--- src/rtl/segment_led_decoder.sv ---
`default_nettype none
// ============================================================================
// Module  : segment_led_decoder
// Purpose : Decodes settled two-digit seven-segment buses back to a count and flags illegal patterns.
// Revision: 1.0
// ============================================================================
module segment_led_decoder #(
  parameter int STABLE_CYCLES = 4
) (
  input  logic       clk_in,
  input  logic       rst_in,
  input  logic [8:0] segment_led_1,
  input  logic [8:0] segment_led_2,
  output logic [7:0] count_out,
  output logic       count_valid,
  output logic       count_upd,
  output logic       err,
  output logic [2:0] err_code,
  output logic [7:0] err_cnt
);

  localparam logic [7:0] C_STABLE = 8'(STABLE_CYCLES);

  typedef enum logic [2:0] {
    S_BLANK  = 3'd0,
    S_SETTLE = 3'd1,
    S_CHECK  = 3'd2,
    S_TRACK  = 3'd3,
    S_FAULT  = 3'd4
  } state_t;

  state_t      r_state;
  state_t      w_state_nxt;
  logic [17:0] r_seg_q;
  logic [7:0]  r_stab_cnt;
  logic [7:0]  r_count_out;
  logic        r_count_valid;
  logic        r_count_upd;
  logic        r_err;
  logic [2:0]  r_err_code;
  logic [7:0]  r_err_cnt;

  logic [7:0]  w_count_out_nxt;
  logic        w_count_valid_nxt;
  logic        w_count_upd_nxt;
  logic        w_err_nxt;
  logic [2:0]  w_err_code_nxt;
  logic [7:0]  w_err_cnt_nxt;

  logic [17:0] w_seg_in;
  logic [4:0]  w_ones;
  logic [4:0]  w_tens;
  logic [1:0]  w_dp;
  logic [1:0]  w_blank;
  logic [1:0]  w_hund;
  logic [8:0]  w_value;
  logic [2:0]  w_code;
  logic        w_both_blank;

  // Returns {legal, digit}.
  function automatic logic [4:0] f_seg_decode(input logic [6:0] seg);
    logic [4:0] d;
    case (seg)
      7'h3F:   d = {1'b1, 4'd0};
      7'h06:   d = {1'b1, 4'd1};
      7'h5B:   d = {1'b1, 4'd2};
      7'h4F:   d = {1'b1, 4'd3};
      7'h66:   d = {1'b1, 4'd4};
      7'h6D:   d = {1'b1, 4'd5};
      7'h7D:   d = {1'b1, 4'd6};
      7'h07:   d = {1'b1, 4'd7};
      7'h7F:   d = {1'b1, 4'd8};
      7'h6F:   d = {1'b1, 4'd9};
      default: d = 5'd0;
    endcase
    return d;
  endfunction

  assign w_seg_in     = {segment_led_1, segment_led_2};
  assign w_ones       = f_seg_decode(r_seg_q[6:0]);
  assign w_tens       = f_seg_decode(r_seg_q[15:9]);
  assign w_dp         = {r_seg_q[16], r_seg_q[7]};
  assign w_blank      = {r_seg_q[17], r_seg_q[8]};
  assign w_both_blank = &w_blank;

  always_comb begin
    w_hund = 2'd0;
    case (w_dp)
      2'b01:   w_hund = 2'd1;
      2'b11:   w_hund = 2'd2;
      default: w_hund = 2'd0;
    endcase
  end

  assign w_value = ({7'd0, w_hund} * 9'd100) + ({5'd0, w_tens[3:0]} * 9'd10)
                 + {5'd0, w_ones[3:0]};

  // Lowest-numbered cause wins; zero means the pattern is legal.
  always_comb begin
    w_code = 3'd0;
    if (!w_ones[4])                 w_code = 3'd1;
    else if (!w_tens[4])            w_code = 3'd2;
    else if (w_dp == 2'b10)         w_code = 3'd3;
    else if (w_value > 9'd255)      w_code = 3'd4;
    else if (w_blank[0] ^ w_blank[1]) w_code = 3'd5;
  end

  always_comb begin
    w_state_nxt       = r_state;
    w_count_out_nxt   = r_count_out;
    w_count_valid_nxt = r_count_valid;
    w_count_upd_nxt   = 1'b0;
    w_err_nxt         = 1'b0;
    w_err_code_nxt    = r_err_code;
    w_err_cnt_nxt     = r_err_cnt;
    if (w_both_blank) begin
      w_state_nxt       = S_BLANK;
      w_count_valid_nxt = 1'b0;
    end else begin
      case (r_state)
        S_BLANK: begin
          w_count_valid_nxt = 1'b0;
          w_state_nxt       = S_SETTLE;
        end
        S_SETTLE: begin
          // Results are registered on the edge entering CHECK so pulses line up with the new data.
          if (r_stab_cnt == C_STABLE) begin
            w_state_nxt = S_CHECK;
            if (w_code == 3'd0) begin
              w_count_out_nxt   = w_value[7:0];
              w_count_valid_nxt = 1'b1;
              w_count_upd_nxt   = !r_count_valid || (w_value[7:0] != r_count_out);
            end else begin
              w_err_nxt         = 1'b1;
              w_err_code_nxt    = w_code;
              w_count_valid_nxt = 1'b0;
              if (r_err_cnt != 8'hFF) w_err_cnt_nxt = r_err_cnt + 8'd1;
            end
          end
        end
        S_CHECK: w_state_nxt = r_count_valid ? S_TRACK : S_FAULT;
        S_TRACK, S_FAULT: begin
          if (r_stab_cnt != C_STABLE) w_state_nxt = S_SETTLE;
        end
        default: w_state_nxt = S_BLANK;
      endcase
    end
  end

  always_ff @(posedge clk_in) begin
    if (rst_in) begin
      r_state       <= S_BLANK;
      r_seg_q       <= 18'd0;
      r_stab_cnt    <= 8'd0;
      r_count_out   <= 8'd0;
      r_count_valid <= 1'b0;
      r_count_upd   <= 1'b0;
      r_err         <= 1'b0;
      r_err_code    <= 3'd0;
      r_err_cnt     <= 8'd0;
    end else begin
      r_state       <= w_state_nxt;
      r_seg_q       <= w_seg_in;
      if (w_seg_in != r_seg_q)       r_stab_cnt <= 8'd0;
      else if (r_stab_cnt < C_STABLE) r_stab_cnt <= r_stab_cnt + 8'd1;
      r_count_out   <= w_count_out_nxt;
      r_count_valid <= w_count_valid_nxt;
      r_count_upd   <= w_count_upd_nxt;
      r_err         <= w_err_nxt;
      r_err_code    <= w_err_code_nxt;
      r_err_cnt     <= w_err_cnt_nxt;
    end
  end

  assign count_out   = r_count_out;
  assign count_valid = r_count_valid;
  assign count_upd   = r_count_upd;
  assign err         = r_err;
  assign err_code    = r_err_code;
  assign err_cnt     = r_err_cnt;

endmodule
`default_nettype wire
--- config.mk ---
export PLATFORM = sky130hd
export DESIGN_NAME = segment_led_decoder
export DESIGN_NICKNAME = d
export VERILOG_FILES = /design/src/rtl/segment_led_decoder.sv
export SDC_FILE = /design/constraint.sdc
export NUM_CORES = 1
export LEC_CHECK = 0
export ABC_AREA = 0
export BUFFER_PORTS_ARGS = -buffer_cell sky130_fd_sc_hd__buf_2
export CAP_MARGIN = 20
export CORE_MARGIN = 2
export CORE_UTILIZATION = 48
export CTS_CLUSTER_DIAMETER = 200
export CTS_CLUSTER_SIZE = 25
export DETAILED_ROUTE_END_ITERATION = 8
export PLACE_DENSITY = 0.69
export SKIP_LAST_GASP = 1
export SLEW_MARGIN = 15
export SYNTH_ARGS = -nofsm -noshare
export SYNTH_HDL_FRONTEND = slang
export SYNTH_SLANG_ARGS = --single-unit
--- constraint.sdc ---
create_clock -name clk_in -period 12 [get_ports clk_in]
set_input_delay 0.6 -clock clk_in [delete_from_list [all_inputs] [get_ports clk_in]]
set_output_delay 0.6 -clock clk_in [all_outputs]
set_load 0.01 [all_outputs]
==> impl_metrics.sql <==
INSERT INTO impl_metrics (metric_group, metric, value, unit) VALUES
('timing', 'postLayoutSetupSlackWorst', '7.04', 'ns'),
('finish', 'fin_nets', '408', ''),
('drt', 'total_number_of_vias', '2412', ''),
('critical_path', 'crit_buf_inv', '2', ''),
('floorplanning', 'die_w', '83.0', 'um'),
('critical_path', 'timing.critical_path.fanout_max', '19', ''),
('drt', 'drtIter0Drc', '96', ''),
('critical_path', 'category_of_the_worst_setup_path_launch_point', 'register', ''),
('timing', 'report.final.slew_viol_count', '0', ''),
('floorplanning', 'initial_core_util', '0.501', ''),
('logic_synthesis', 'netlist-cell-type-count', '51', ''),
('timing', 'clock.fmax', '202', 'MHz'),
('drt', 'firstDrtPassIters', '4', ''),
('critical_path', 'worst-setup-path-type', 'register to register', ''),
('drt', 'drt_wl_total', '6050', 'um'),
('drt', 'detail_route.drc_violations', '0', ''),
('worst_hold_path', 'kind_of_path_behind_the_tightest_hold_check', 'register to register', ''),
('critical_path', 'max_stage_delay', '0.86', 'ns'),
('timing', 'finalHoldWorstSlack', '0.469', 'ns'),
('timing', 'final.min_clock_period', '4.96', 'ns'),
('logic_synthesis', 'synth_compound_gate_area_share', '0.138', ''),
('clocking', 'cts_hold_buffers', '0', ''),
('finish', 'synthToLayoutAreaGrowth', '11.0', '%'),
('clocking', 'cts_made_buffers', '5', ''),
('timing', 'clock_skew', '0.00989', 'ns'),
('grt', 'grt_pass1_vias', '2201', ''),
('clocking', 'cts.root.buffer_cell', 'sky130_fd_sc_hd__clkbuf_8', ''),
('grt', 'global_route.overflow_total', '0', ''),
('power_and_ir_drop', 'report.power.total', '312', 'uW'),
('clocking', 'cts_repair_resize_count', '0', ''),
('finish', 'layout_common_cells', 'sky130_fd_sc_hd__dfxtp_1, sky130_fd_sc_hd__buf_2, sky130_fd_sc_hd__nor2b_1, sky130_fd_sc_hd__nor2_1, sky130_fd_sc_hd__xor2_1', ''),
('drt', 'vias_per_cell', '5.46', ''),
('logic_synthesis', 'synth_adder_area_share', '0.102', ''),
('logic_synthesis', 'synthesized_nets', '374', ''),
('critical_path', 'data_arrival_time_of_the_worst_path', '5.21', 'ns'),
('finish', 'mostFrequentLayoutCell', 'sky130_fd_sc_hd__dfxtp_1', ''),
('floorplanning', 'fp.dieH', '83.0', 'um'),
('critical_path', 'timing.critical_path.required', '12.25', 'ns'),
('critical_path', 'most_common_cell_type_on_the_critical_path', 'sky130_fd_sc_hd__ha_1', ''),
('timing', 'period_share', '0.413', ''),
('timing', 'slew-limit-headroom', '0.345', ''),
('drt', 'wl_per_cell', '13.7', 'um'),
('clocking', 'cts_tree', 'yes', ''),
('logic_synthesis', 'syn_area_cell', '9.03', 'sq um'),
('clocking', 'cts-root-to-sink-buffers', '2', ''),
('finish', 'n_fill_cell', '588', ''),
('finish', 'post_route_cells_drive_above_1_share', '0.161', ''),
('grt', 'grt_first_pass_wirelength', '10200', 'um'),
('placed_design', 'place_hpwl', '4620', 'um'),
('floorplanning', 'rows', '28', ''),
('timing', 'final-hold-violation-count', '0', ''),
('floorplanning', 'core_area', '5990', 'sq um'),
('logic_synthesis', 'synth.yosys.warnings', '0', ''),
('logic_synthesis', 'yosys.area_share.simple', '0.248', ''),
('logic_synthesis', 'ys_ff_latch', '51', ''),
('critical_path', 'cp_top_family', 'compound AO/OA/AOI/OAI gates', ''),
('logic_synthesis', 'netlist_instances', '332', ''),
('clocking', 'clk_latency', '0.32', 'ns'),
('grt', 'gr-usage-all-layers', '0.177', ''),
('clocking', 'clock_pin_slew_reported_for_the_worst_setup_and_hold_paths_after_clock_tree_synthesis', '0.11', 'ns'),
('power_and_ir_drop', 'worst_ir_drop_vdd', '0.0539', 'mV'),
('logic_synthesis', 'synth_ff_type', 'sky130_fd_sc_hd__dfxtp_1', ''),
('outcome', 'run_status', 'finished, final reports clean', ''),
('finish', 'register_area', '1020', 'sq um'),
('grt', 'pin_count_of_the_biggest_net_entering_global_routing', '45', ''),
('timing', 'fin_tns_setup', '0', 'ns'),
('logic_synthesis', 'synth.yosys.seq_area_share', '0.340', ''),
('critical_path', 'worstPathCellList', 'nand4bb_1 > nor3_1 > o21ai_0 > inv_1 > ha_1 > ha_1 > inv_1 > fa_1 > xnor2_1 > ha_1 > ha_1 > and3_1 > a221oi_2 > mux2i_1 > a211oi_2 > o21ai_0 > a21oi_1', ''),
('floorplanning', 'dieArea', '6900', 'sq um'),
('logic_synthesis', 'post_synth_mux_area_share', '0.0300', ''),
('grt', 'grt_antenna_before_repair', '0', '');
worst register-to-register path, stage by stage, from the launching register on:
cell and delay, ns:
sky130_fd_sc_hd__dfxtp_1 0.49, sky130_fd_sc_hd__nand4bb_1 0.19, sky130_fd_sc_hd__nor3_1 0.08, sky130_fd_sc_hd__o21ai_0 0.40
sky130_fd_sc_hd__inv_1 0.09, sky130_fd_sc_hd__ha_1 0.29, sky130_fd_sc_hd__ha_1 0.16, sky130_fd_sc_hd__inv_1 0.06
sky130_fd_sc_hd__fa_1 0.37, sky130_fd_sc_hd__xnor2_1 0.18, sky130_fd_sc_hd__ha_1 0.26, sky130_fd_sc_hd__ha_1 0.34
sky130_fd_sc_hd__and3_1 0.19, sky130_fd_sc_hd__a221oi_2 0.32, sky130_fd_sc_hd__mux2i_1 0.23, sky130_fd_sc_hd__a211oi_2 0.86
sky130_fd_sc_hd__o21ai_0 0.23, sky130_fd_sc_hd__a21oi_1 0.16
cell families (layout without fill, tap and decap cells):
kind of cell / Yosys count / after routing
AO/OA/AOI/OAI: 57 / 57
XOR/XNOR: 36 / 36
adder cells (fa/ha/maj): 22 / 22
buffers and inverters: 27 / 62
flip-flops: 51 / 51
multiplexers: 9 / 9
AND/OR/NAND/NOR: 130 / 130
state kept, by name, indices dropped and copies added, names as in the netlist:
register / count
r_seg_q: 18
count_valid: 1
r_stab_cnt: 8
r_state: 3
err: 1
count_out: 8
err_cnt: 8
err_code: 3
count_upd: 1
worst paths after layout:
kind / from / endpoint / slack [ns] / depth (start not counted)
worst max-delay path: r_seg_q[12] / err_cnt[0] / 7.04 / 17
worst min-delay path: err_code[1] / err_code[1] / 0.47 / 2
worst max register to register: r_seg_q[12] / err_cnt[0] / 7.04 / 17
worst min register to register: err_code[1] / err_code[1] / 0.47 / 2
power breakdown:
| part | switching [uW] | internal [uW] | total (uW) |
|---|---|---|---|
| registers | 6.18 | 173 | 179 |
| logic | 14.0 | 12.6 | 26.6 |
| clock network | 64.5 | 42.3 | 107 |
| total | 84.6 | 228 | 312 |
per-layer routing:
| layer | up-vias | GRT usage | part of all wire |
|---|---|---|---|
| met3 | 5 | 0.0427 | 0.037 |
| li1 | 1254 | - | - |
| met1 | 1111 | 0.247 | 0.51 |
| met5 | - | 0 | 0 |
| met2 | 42 | 0.273 | 0.44 |
| met4 | 0 | 0.0492 | 0.011 |
stage by stage:
step / utilization / std cells / cell area (sq um)
floorplan: - / 332 / 3000
global route: 0.556 / 442 / 3330
CTS: 0.556 / 442 / 3330
global placement: 0.540 / 434 / 3240
finish: 0.556 / 442 / 3330
detailed placement: 0.540 / 434 / 3240
cell usage after synthesis, types with 2 or more instances:
cell type                   n  area [sq um]
sky130_fd_sc_hd__nor3_1    10          50.1
sky130_fd_sc_hd__clkbuf_1   7          26.3
sky130_fd_sc_hd__fa_1       4          80.1
sky130_fd_sc_hd__nand2b_1   6          37.5
sky130_fd_sc_hd__nand4b_1   3          26.3
sky130_fd_sc_hd__nor3b_1    2          15.0
sky130_fd_sc_hd__o22ai_1    2          12.5
sky130_fd_sc_hd__xor2_1    21           184
sky130_fd_sc_hd__a31oi_1    5          31.3
sky130_fd_sc_hd__ha_1      18           225
sky130_fd_sc_hd__nand3b_1   3          22.5
sky130_fd_sc_hd__nand2_1   13          48.8
sky130_fd_sc_hd__nor2b_1   21           131
sky130_fd_sc_hd__a21oi_1   17          85.1
sky130_fd_sc_hd__buf_2      7          35.0
sky130_fd_sc_hd__and3_1     4          25.0
sky130_fd_sc_hd__nor4_1     8          50.1
sky130_fd_sc_hd__a21o_1     2          15.0
sky130_fd_sc_hd__and2_1     7          43.8
sky130_fd_sc_hd__nand3_1   13          65.1
sky130_fd_sc_hd__or4_1      6          45.0
sky130_fd_sc_hd__nor3_2     2          20.0
sky130_fd_sc_hd__mux2i_1    9          90.1
sky130_fd_sc_hd__nor2_1    21          78.8
sky130_fd_sc_hd__inv_1     13          48.8
sky130_fd_sc_hd__nand4_1    3          18.8
sky130_fd_sc_hd__dfxtp_1   51          1020
sky130_fd_sc_hd__o31ai_1    6          45.0
sky130_fd_sc_hd__or3_1      2          12.5
sky130_fd_sc_hd__or4b_1     2          20.0
sky130_fd_sc_hd__o21ai_0    9          45.0
sky130_fd_sc_hd__a211oi_1   2          15.0
sky130_fd_sc_hd__xnor2_1   15           131
layout make-up:
| class | count | area share |
|---|---|---|
| Tap cell | 75 | 0.0282 |
| Inverter | 13 | 0.0147 |
| Clock inverter | 3 | 0.00714 |
| Clock buffer | 5 | 0.0207 |
| Multi-Input combinational cell | 254 | 0.561 |
| Sequential cell | 51 | 0.307 |
| Timing Repair Buffer | 41 | 0.0616 |
(Power assumes the default switching activity.)
